==> src/rtl/nn_pkg.sv <==
// Shared types and helpers for the neuron MAC datapath.
// Holds the sequencer FSM encoding and the saturating accumulator add.
package nn_pkg;

  localparam int WEIGHT_W_DEF = 12;
  localparam int PROD_W_DEF   = 19;

  typedef enum logic [1:0] {
    S_IDLE,
    S_FETCH,
    S_DRAIN,
    S_DONE
  } state_e;

  typedef struct packed {
    logic               ovf;
    logic signed [31:0] sum;
  } sat_t;

  // Sum is formed one bit wider than either operand, then clamped to w bits.
  function automatic sat_t sat_add(
    input logic signed [31:0] a,
    input logic signed [31:0] b,
    input int                 w
  );
    logic signed [32:0] s;
    logic signed [32:0] hi;
    logic signed [32:0] lo;
    sat_t               r;
    s  = {a[31], a} + {b[31], b};
    hi = (33'sd1 <<< (w - 1)) - 33'sd1;
    lo = -(33'sd1 <<< (w - 1));
    r.ovf = 1'b0;
    r.sum = s[31:0];
    if (s > hi) begin
      r.ovf = 1'b1;
      r.sum = hi[31:0];
    end else if (s < lo) begin
      r.ovf = 1'b1;
      r.sum = lo[31:0];
    end
    return r;
  endfunction

endpackage

==> src/rtl/neuron_mac_sequencer_if.sv <==
// Bus between the sequencer, the layer controller,
// the weight RAM and the shared multiplier.
interface neuron_mac_sequencer_if #(
  parameter int N_INPUTS = 16,
  parameter int WEIGHT_W = 12,
  parameter int PROD_W   = 19,
  parameter int ACC_W    = 19
);

  localparam int AW = $clog2(N_INPUTS);

  logic                start;
  logic [N_INPUTS-1:0] pixel_vec;
  logic                busy;
  logic                done;
  logic                weight_rd_en;
  logic [AW-1:0]       weight_addr;
  logic [WEIGHT_W-1:0] weight_data;
  logic [WEIGHT_W-1:0] mult_weight;
  logic                mult_pixel;
  logic [PROD_W-1:0]   mult_product;
  logic [ACC_W-1:0]    acc_out;
  logic                overflow;

  modport master (
    output start,
    output pixel_vec,
    output weight_data,
    output mult_product,
    input  busy,
    input  done,
    input  weight_rd_en,
    input  weight_addr,
    input  mult_weight,
    input  mult_pixel,
    input  acc_out,
    input  overflow
  );

  modport slave (
    input  start,
    input  pixel_vec,
    input  weight_data,
    input  mult_product,
    output busy,
    output done,
    output weight_rd_en,
    output weight_addr,
    output mult_weight,
    output mult_pixel,
    output acc_out,
    output overflow
  );

endinterface

==> src/rtl/token_delay.sv <==
// Valid-token shift register; the head stage also carries
// the pair index that produced the token.
module token_delay #(
  parameter int DEPTH = 5,
  parameter int WIDTH = 4
) (
  input  logic             clk,
  input  logic             rst_n,
  input  logic             i_valid,
  input  logic [WIDTH-1:0] i_data,
  output logic [DEPTH-1:0] o_vld,
  output logic [WIDTH-1:0] o_head
);

  logic [DEPTH-1:0] r_vld;
  logic [WIDTH-1:0] r_head;

  always_ff @(posedge clk or negedge rst_n) begin
    if (!rst_n) begin
      r_vld  <= '0;
      r_head <= '0;
    end else begin
      r_vld[0] <= i_valid;
      r_head   <= i_data;
      for (int i = 1; i < DEPTH; i++) begin
        r_vld[i] <= r_vld[i-1];
      end
    end
  end

  assign o_vld  = r_vld;
  assign o_head = r_head;

endmodule

==> src/rtl/neuron_mac_sequencer.sv <==
// Streams one neuron's weight/pixel pairs through the shared
// multiplier and accumulates the products with saturation.
module neuron_mac_sequencer
  import nn_pkg::*;
#(
  parameter int N_INPUTS = 16,
  parameter int WEIGHT_W = WEIGHT_W_DEF,
  parameter int PROD_W   = PROD_W_DEF,
  parameter int ACC_W    = 19,
  parameter int MULT_LAT = 3
) (
  input  logic clk,
  input  logic GlobalReset_n,
  neuron_mac_sequencer_if.slave bus
);

  localparam int AW    = $clog2(N_INPUTS);
  localparam int DEPTH = 2 + MULT_LAT;

  state_e                    r_state;
  logic                      r_busy;
  logic                      r_done;
  logic                      r_rd_en;
  logic [AW-1:0]             r_addr;
  logic [N_INPUTS-1:0]       r_pix;
  logic signed [ACC_W-1:0]   r_acc;
  logic                      r_ovf;
  logic [WEIGHT_W-1:0]       r_mw;
  logic                      r_mp;

  logic [DEPTH-1:0]          w_vld;
  logic [AW-1:0]             w_idx;
  logic                      w_dv;
  logic                      w_exit;
  logic                      w_pend;
  sat_t                      w_sat;

  token_delay #(
    .DEPTH (DEPTH),
    .WIDTH (AW)
  ) u_tok (
    .clk     (clk),
    .rst_n   (GlobalReset_n),
    .i_valid (r_rd_en),
    .i_data  (r_addr),
    .o_vld   (w_vld),
    .o_head  (w_idx)
  );

  // Stage 0 = RAM data valid, last stage = product valid.
  assign w_dv   = w_vld[0];
  assign w_exit = w_vld[DEPTH-1];
  assign w_pend = r_rd_en | (|w_vld[DEPTH-2:0]);

  assign w_sat = sat_add(
    32'(r_acc),
    32'($signed(bus.mult_product)),
    ACC_W
  );

  always_ff @(posedge clk or negedge GlobalReset_n) begin
    if (!GlobalReset_n) begin
      r_state <= S_IDLE;
      r_busy  <= 1'b0;
      r_done  <= 1'b0;
      r_rd_en <= 1'b0;
      r_addr  <= '0;
      r_pix   <= '0;
      r_acc   <= '0;
      r_ovf   <= 1'b0;
      r_mw    <= '0;
      r_mp    <= 1'b0;
    end else begin
      r_done <= 1'b0;
      if (w_dv) begin
        r_mw <= bus.weight_data;
        r_mp <= r_pix[w_idx];
      end
      if (w_exit) begin
        r_acc <= ACC_W'(w_sat.sum);
        if (w_sat.ovf) r_ovf <= 1'b1;
      end
      unique case (r_state)
        S_IDLE: begin
          if (bus.start) begin
            r_pix   <= bus.pixel_vec;
            r_acc   <= '0;
            r_ovf   <= 1'b0;
            r_busy  <= 1'b1;
            r_rd_en <= 1'b1;
            r_addr  <= '0;
            r_state <= S_FETCH;
          end
        end
        S_FETCH: begin
          if (r_addr == AW'(N_INPUTS - 1)) begin
            r_rd_en <= 1'b0;
            r_state <= S_DRAIN;
          end else begin
            r_addr <= r_addr + AW'(1);
          end
        end
        S_DRAIN: begin
          // Last token is retiring this cycle when nothing is behind it.
          if (!w_pend) begin
            r_busy  <= 1'b0;
            r_done  <= 1'b1;
            r_state <= S_DONE;
          end
        end
        S_DONE: begin
          r_state <= S_IDLE;
        end
        default: begin
          r_state <= S_IDLE;
        end
      endcase
    end
  end

  assign bus.busy         = r_busy;
  assign bus.done         = r_done;
  assign bus.weight_rd_en = r_rd_en;
  assign bus.weight_addr  = r_addr;
  assign bus.mult_weight  = r_mw;
  assign bus.mult_pixel   = r_mp;
  assign bus.acc_out      = r_acc;
  assign bus.overflow     = r_ovf;

endmodule

==> src/flat_wrapper.sv <==
// flat-port wrapper written by rule: the top's interface ports become plain ports
module neuron_mac_sequencer_flat import nn_pkg::*;
#(
  parameter int N_INPUTS = 16,
  parameter int WEIGHT_W = WEIGHT_W_DEF,
  parameter int PROD_W   = PROD_W_DEF,
  parameter int ACC_W    = 19,
  parameter int MULT_LAT = 3
)
  (clk, GlobalReset_n, bus_start, bus_pixel_vec, bus_weight_data, bus_mult_product, bus_busy, bus_done, bus_weight_rd_en, bus_weight_addr, bus_mult_weight, bus_mult_pixel, bus_acc_out, bus_overflow);
  neuron_mac_sequencer_if #(.N_INPUTS(N_INPUTS), .WEIGHT_W(WEIGHT_W), .PROD_W(PROD_W), .ACC_W(ACC_W)) bus_i ();
  input  logic clk;
  input  logic GlobalReset_n;
  input wire logic [$bits(bus_i.start)-1:0] bus_start;
  input wire logic [$bits(bus_i.pixel_vec)-1:0] bus_pixel_vec;
  input wire logic [$bits(bus_i.weight_data)-1:0] bus_weight_data;
  input wire logic [$bits(bus_i.mult_product)-1:0] bus_mult_product;
  output wire logic [$bits(bus_i.busy)-1:0] bus_busy;
  output wire logic [$bits(bus_i.done)-1:0] bus_done;
  output wire logic [$bits(bus_i.weight_rd_en)-1:0] bus_weight_rd_en;
  output wire logic [$bits(bus_i.weight_addr)-1:0] bus_weight_addr;
  output wire logic [$bits(bus_i.mult_weight)-1:0] bus_mult_weight;
  output wire logic [$bits(bus_i.mult_pixel)-1:0] bus_mult_pixel;
  output wire logic [$bits(bus_i.acc_out)-1:0] bus_acc_out;
  output wire logic [$bits(bus_i.overflow)-1:0] bus_overflow;
  assign bus_i.start = bus_start;
  assign bus_i.pixel_vec = bus_pixel_vec;
  assign bus_i.weight_data = bus_weight_data;
  assign bus_i.mult_product = bus_mult_product;
  assign bus_busy = bus_i.busy;
  assign bus_done = bus_i.done;
  assign bus_weight_rd_en = bus_i.weight_rd_en;
  assign bus_weight_addr = bus_i.weight_addr;
  assign bus_mult_weight = bus_i.mult_weight;
  assign bus_mult_pixel = bus_i.mult_pixel;
  assign bus_acc_out = bus_i.acc_out;
  assign bus_overflow = bus_i.overflow;
  neuron_mac_sequencer #(.N_INPUTS(N_INPUTS), .WEIGHT_W(WEIGHT_W), .PROD_W(PROD_W), .ACC_W(ACC_W), .MULT_LAT(MULT_LAT)) u_core (.clk(clk), .GlobalReset_n(GlobalReset_n), .bus(bus_i));
endmodule
==> config.mk <==
export PLATFORM = sky130hd
export DESIGN_NAME = neuron_mac_sequencer_flat
export DESIGN_NICKNAME = d
export VERILOG_FILES = /design/src/rtl/nn_pkg.sv /design/src/rtl/neuron_mac_sequencer_if.sv /design/src/rtl/token_delay.sv /design/src/rtl/neuron_mac_sequencer.sv /design/src/flat_wrapper.sv
export SDC_FILE = /design/constraint.sdc
export NUM_CORES = 1
export LEC_CHECK = 0
export ABC_AREA = 1
export CAP_MARGIN = 20
export CORE_UTILIZATION = 46
export CTS_CLUSTER_DIAMETER = 80
export DETAILED_ROUTE_END_ITERATION = 8
export PLACE_DENSITY = 0.79
export SKIP_LAST_GASP = 1
export SLEW_MARGIN = 20
export SYNTH_ARGS = -nofsm -noshare
export SYNTH_HDL_FRONTEND = slang
export SYNTH_SLANG_ARGS = --single-unit
==> constraint.sdc <==
create_clock -name clk -period 1.9 [get_ports clk]
set_input_delay 0.285 -clock clk [delete_from_list [all_inputs] [get_ports clk]]
set_output_delay 0.285 -clock clk [all_outputs]
set_load 0.02 [all_outputs]
==> impl_metrics.yaml, run 1 <==
outcome:
  status: "finished with violations"
  violations: "setup timing"
routing:
  wl_met2_microns: 5520
  drc_errors: 0
  wl_per_cell_microns: 14.6
  via_per_inst: 5.21
  vias: 3880
  drtAntennaViolNets: 0
  drt_iter0_markers: 130
  m1WireLength_microns: 4470
  wl_microns: 10900
  first_pass_iters: 4
  dr_wl_met3_microns: 686
  dr.max_layer_used: "met4"
synthesis:
  ys_warn_count: 0
  yosys.cell_types.count: 41
  syn_nets: 550
  synth_ff_type: "dfrtp_1"
  async_reset_ff_share_pct: 100
  synth.top_cells.by_area: "dfrtp_1 (43%), nand2_1 (15%), ha_1 (7.3%), a21oi_1 (3.7%), o21ai_0 (3.4%)"
  ys_seq_area_share_pct: 42.6
  avgSynthCellArea_sq_um: 8.27
  synth_edf_count: 0
  synth_top_area_share_pct: 42.6
  yosysTopAreaCell: "dfrtp_1"
  synth_area_sq_um: 3940
  synth-seq-cells: 67
  syn_inst: 476
timing:
  fin_skew_ps: 13.6
  setup_viol: 19
  max_slew_margin_pct: 61.1
  period_needed_ps: 2030
  fmax_ghz: 0.493
  setup-tns-final_ps: -2020
  worstMarginPinSlew_ps: 584
  drv_slew: 0
  grt_setup_unrepaired: "yes"
  timing.final.crit_share_pct: 107
  fin_ws_ps: -129
  finalHoldViolCount: 0
global_routing:
  grt_pass1_wl_microns: 17700
  grt_antenna_before_repair: 0
  overflow: 0
  grt_max_degree: 68
  first_global_vias: 4024
  grtUsageTotal_pct: 25.5
worst_setup_path:
  reg2regPathDepth: 11
  end_kind: "flop"
  r2r_slack_ps: -130
  worst-path-max-fanout: 11
  arrival_ps: 2260
  r2r_end: "u_core.bus.acc_out[16]"
  cp-start-kind: "flop"
  r2r_start: "u_core.bus.acc_out[0]"
  required_ps: 2130
  path_class: "flop to flop"
clock_network:
  worstSkewPairLatency_ps: 350
  cts_buffers: 9
  clockBufferDepth: 2
  cts.sinks: 67
  clockRootBuffer: "clkbuf_8"
  cts_htree_levels: 3
  path_clk_slew_ps: 80
  cts_tree: "yes"
hold_path:
  min_to: "u_core.u_tok.o_vld[4]"
  holdPathStages: 0
  holdCritStartpoint: "u_core.u_tok.o_vld[3]"
  hp-class: "flop to flop"
placement:
  hpwl_microns: 7500
  placed_area_sq_um: 5630
  portBuffers: 89
  place.gp.congestion: 0.886
floorplan:
  ios: 90
  core-area_sq_um: 8260
  die_height_microns: 94.5
  die_x_microns: 94.5
  start_util_pct: 47.7
  rows: 33
  die-area_sq_um: 8930
power_and_ir_drop:
  seq_power_share_pct: 23.0
  power_density_nw_per_um2: 1950
  switching_share_pct: 44.8
  p_leak_nw: 2.89
  intPower_mw: 6.57
  combPwrFrac_pct: 66.8
  power_mw: 11.9
  power.net_switching_mw: 5.34
  p_clk_share_pct: 10.2
  ir_drop_v: 0.00114
final_layout:
  final_common_cell: "nand2_1"
  fin_area_sq_um: 6110
  areaGrowthSynthToFinish_pct: 55.2
  drive_gt1_share_pct: 29.5
  antenna_cells: 0
  num-nets-final: 709
  layout_common_cells: "nand2_1 (138), clkdlybuf4s50_1 (85), dfrtp_1 (65)"
run:
  drv_cap: 0
[critical path: stages (launching register included)]
cell      delay [ps]
dfrtp_2          430
ha_4             170
fa_2             370
nand3_2           90
nand3_2          110
nand2_2          110
nand2_2           60
nand2_2           80
nand2_4           60
a21boi_4         190
buf_12           170
a21oi_1           80
[stage by stage]
step,hold WS (ps),instances,setup WS (ps),utilization (%)
floorplan,-10.6,476,-135,-
global placement,328,720,-427,68.2
detailed placement,332,720,-511,68.2
CTS,379,738,-108,71.3
global route,386,745,-199,74.0
finish,375,745,-129,74.0
[final cells by class]
type	count	area, sq um
tap	105	131
multi-input combinational	363	2520
fill	613	2150
timing repair buffer	158	1450
sequential	67	1680
inverter	36	138
clock inverter	6	65.1
clock buffer	10	128
[flip-flops by register name (all words and copies together), names as in the netlist]
name	count
u_core.bus.overflow	1
u_core.r_state	2
u_core.u_tok.o_vld	5
u_core.bus.mult_weight	12
u_core.bus.acc_out	19
u_core.bus.done	1
u_core.bus.busy	1
u_core.r_pix	16
u_core.u_tok.o_head	4
u_core.bus.mult_pixel	1
u_core.bus.weight_rd_en	1
u_core.bus.weight_addr	4
[worst max path at each step]
stage | slack [ps] | to | depth (start not counted) | start
5_1_grt | -200 | u_core.bus.acc_out[0] | 11 | u_core.bus.acc_out[0]
6_report | -130 | u_core.bus.acc_out[16] | 11 | u_core.bus.acc_out[0]
2_1_floorplan | -130 | u_core.bus.acc_out[10] | 11 | u_core.bus.acc_out[0]
3_3_place_gp | -430 | u_core.bus.acc_out[0] | 12 | bus_mult_product[0]
4_1_cts | -110 | u_core.bus.acc_out[16] | 11 | u_core.bus.acc_out[0]
3_5_place_dp | -510 | u_core.bus.acc_out[1] | 11 | bus_mult_product[13]
[what timing repair did]
| item | 4_1_cts | 5_1_grt |
|---|---|---|
| buffers inserted | 0 | 6 |
| resized for setup | 14 | 43 |
| gates cloned | 1 | 1 |
| endpoints found under the setup margin | 20 | 21 |
| pin swaps | 1 | 32 |
| hold buffers | 1 | 0 |
| hold endpoints to repair | 67 | 0 |
[power by group through the flow]
stage / clock [mW] / sequential (mW) / combinational, mW
finish: 1.21 / 2.74 / 7.96
global route: 1.29 / 2.84 / 8.71
CTS: 1.24 / 2.76 / 7.33
detailed placement: 0 / 2.78 / 7.08
global placement: 0 / 2.73 / 6.85
floorplan: 0 / 3.10 / 3.95
[cells by family after synthesis]
group	share of synthesized area [%]
compound gates	12.7
xor+xnor	2.89
fa+ha+maj	7.82
buf+inv	5.37
flops	42.6
mux	3.94
simple gates	24.7
[per-layer routing]
layer / vias to the layer above / track usage [%]
met5: - / 0
met2: 123 / 44.1
li1: 1886 / -
met3: 23 / 4.91
met1: 1848 / 30.9
met4: 0 / 11.4
[cell usage after synthesis (3+ instances only)]
library cell  count
a21oi_2          12
a21oi_1          29
nor2_1           25
nand2_2           7
clkbuf_1          9
inv_1            34
ha_1             23
nand3b_1          3
nand3_1          22
nand2_1         158
xor2_1           11
o21ai_0          27
nand4_1           3
dfrtp_1          67
mux2_2           12
No activity file was read; power rests on OpenSTA's default activity.
==> inputs of run 2 (changes only) <==
- CAP_MARGIN: 20 -> 10
- MAX_ROUTING_LAYER: unset -> met4
==> run 2 against run 1 <==
- the flow still finishes with violations (setup timing)
- routed wire length increased by 0.64%
- final area decreased by 0.84%
- critical path depth did not move
- flip-flop and latch count unchanged
- non-clock buffer count up 4
- combinational power fell by 0.9%
- die area is the same
- first-iteration DRC count grew 69%
- global-route usage grew 0.10 points
- sequential share of layout area rose by 0.23 points
- critical path type unchanged
==> impl_metrics.yaml, run 2 (synthesis results as in run 1) <==
outcome:
  status: "finished with violations"
  violations: "setup timing"
worst_setup_path:
  arrival_ps: 2300
  end_kind: "flop"
  cp-start-kind: "flop"
  critical-path-top-cell-by-count: "nand2_2"
  cp_slowest_stage_delay_ps: 420
  path_class: "flop to flop"
  worstPathCellList: "ha_4 > fa_2 > nand3_2 > nand3_2 > nand2_2 > nand2_2 > nand2_2 > nand2_4 > a21boi_4 > buf_12 > a21oi_1"
  crit_path_top_delay_cell: "dfrtp_2"
  required_ps: 2140
  worst-path-max-fanout: 11
final_layout:
  num-nets-final: 713
  fin_util_pct: 73.4
  areaGrowthSynthToFinish_pct: 53.9
  final_common_cell: "nand2_1"
  antenna_cells: 0
  layout_common_cells: "nand2_1 (143), clkdlybuf4s50_1 (87), buf_4 (68)"
  drive_gt1_share_pct: 28.6
  largest_reg_flops: 19
timing:
  drv_slew: 0
  whs_ps: 378
  worstMarginPinSlew_ps: 574
  fmax_ghz: 0.484
  max_slew_margin_pct: 61.7
  period_needed_ps: 2070
  setup_viol: 19
  setup-tns-final_ps: -2700
  grt_setup_unrepaired: "yes"
  finalHoldViolCount: 0
  timing.final.crit_share_pct: 109
  fin_skew_ps: 13.7
  fin_ws_ps: -166
global_routing:
  grt_max_degree: 68
  grt_pass1_wl_microns: 17200
  grt_antenna_before_repair: 0
  first_global_vias: 3910
  overflow: 0
  grtUsageTotal_pct: 25.6
placement:
  hpwl_microns: 7540
  portBuffers: 89
  dp_slack_ps: -478
  place.gp.congestion: 0.915
routing:
  drt_iter0_markers: 220
  first_pass_iters: 5
  drtAntennaViolNets: 0
  vias: 3914
  wl_microns: 11000
  via_per_inst: 5.23
  drc_errors: 0
  wl_per_cell_microns: 14.7
power_and_ir_drop:
  power_mw: 11.8
  intPower_mw: 6.43
  p_leak_nw: 2.85
  combPwrFrac_pct: 67.2
  p_clk_share_pct: 9.5
  seq_power_share_pct: 23.3
  power.net_switching_mw: 5.32
  power_density_nw_per_um2: 1940
  switching_share_pct: 45.3
  ir_drop_v: 0.00106
floorplan:
  rows: 33
  die_height_microns: 94.5
  die_x_microns: 94.5
  die-area_sq_um: 8930
  core-area_sq_um: 8260
  start_util_pct: 47.7
  ios: 90
clock_network:
  cts_buffers: 9
  cts_tree: "yes"
  cts.sinks: 67
  path_clk_slew_ps: 80
  clockBufferDepth: 2
  worstSkewPairLatency_ps: 360
  clockRootBuffer: "clkbuf_8"
  cts_htree_levels: 3
run:
  drv_cap: 0
hold_path:
  hp-class: "flop to flop"
-- run 2: cell types whose count changed in the layout (fill, tap and decap cells not counted), sizes merged --
cell,before,now
buf,69,73
bufinv,1,0
clkbuf,10,9
clkdlybuf4s50,85,87
clkinvlp,1,2
dlymetal6s2s,3,1
inv,36,37
-- run 2: path summary, 6_finish.rpt --
path / start / to / slack [ps] / cells after the start
max reg2reg: u_core.bus.acc_out[0] / u_core.bus.acc_out[16] / -170 / 11
max in group asynchronous: GlobalReset_n / u_core.bus.acc_out[0] / 1110 / 3
min: u_core.u_tok.o_vld[3] / u_core.u_tok.o_vld[4] / 380 / 0
min in group asynchronous: GlobalReset_n / u_core.bus.acc_out[8] / 440 / 3
max: u_core.bus.acc_out[0] / u_core.bus.acc_out[16] / -170 / 11
min reg2reg: u_core.u_tok.o_vld[3] / u_core.u_tok.o_vld[4] / 380 / 0
-- run 2: worst max-delay path: cells and delay by family (launching register included) --
kind | cells | cell delay [ps]
DFF | 1 | 420
and+or+nand+nor | 6 | 540
buffers and inverters | 1 | 160
AOI/OAI and AO/OA | 2 | 270
adders and majority gates | 2 | 550
-- run 2: area by class of cell --
type	instances	area, sq um
Multi-Input combinational cell	363	2470
Fill cell	583	2200
Sequential cell	67	1680
Timing Repair Buffer	162	1470
Inverter	36	135
Tap cell	105	131
Clock buffer	9	124
Clock inverter	7	51.3
-- run 2: what timing repair did --
item / CTS / global route
setup buffers: 0 / 9
endpoints found under the hold margin: 67 / 0
hold buffers: 1 / 0
pin swaps: 0 / 34
gates resized for setup: 5 / 32
setup endpoints to repair: 19 / 20
cloned: 0 / 2
-- run 2: power groups by stage --
stage                     clock network, mW  registers [mW]  logic [mW]
after CTS                              1.13            2.76        7.18
after floorplan                           0            3.10        3.95
after global routing                   1.19            2.84        8.61
after detailed placement                  0            2.78        7.09
after global placement                    0            2.73        6.87
final                                  1.12            2.74        7.89
-- run 2: per-stage QoR --
stage / cells / area, sq um
CTS: 738 / 5840
floorplan: 476 / 4200
finish: 749 / 6060
global route: 749 / 6060
detailed placement: 721 / 5640
global placement: 721 / 5640
-- run 2: per-layer routing --
layer	GRT usage (%)	vias up	wire length, microns
met5	-	-	0
met4	10.9	0	199
met3	4.67	24	645
met2	43.7	126	5510
met1	29.7	1868	4620
li1	-	1896	-
==> inputs of run 3 (changes only) <==
- CTS_CLUSTER_SIZE: unset -> 30
==> results of run 3 <==
The final DEF is identical to that of run 2; final timing and power are the same.
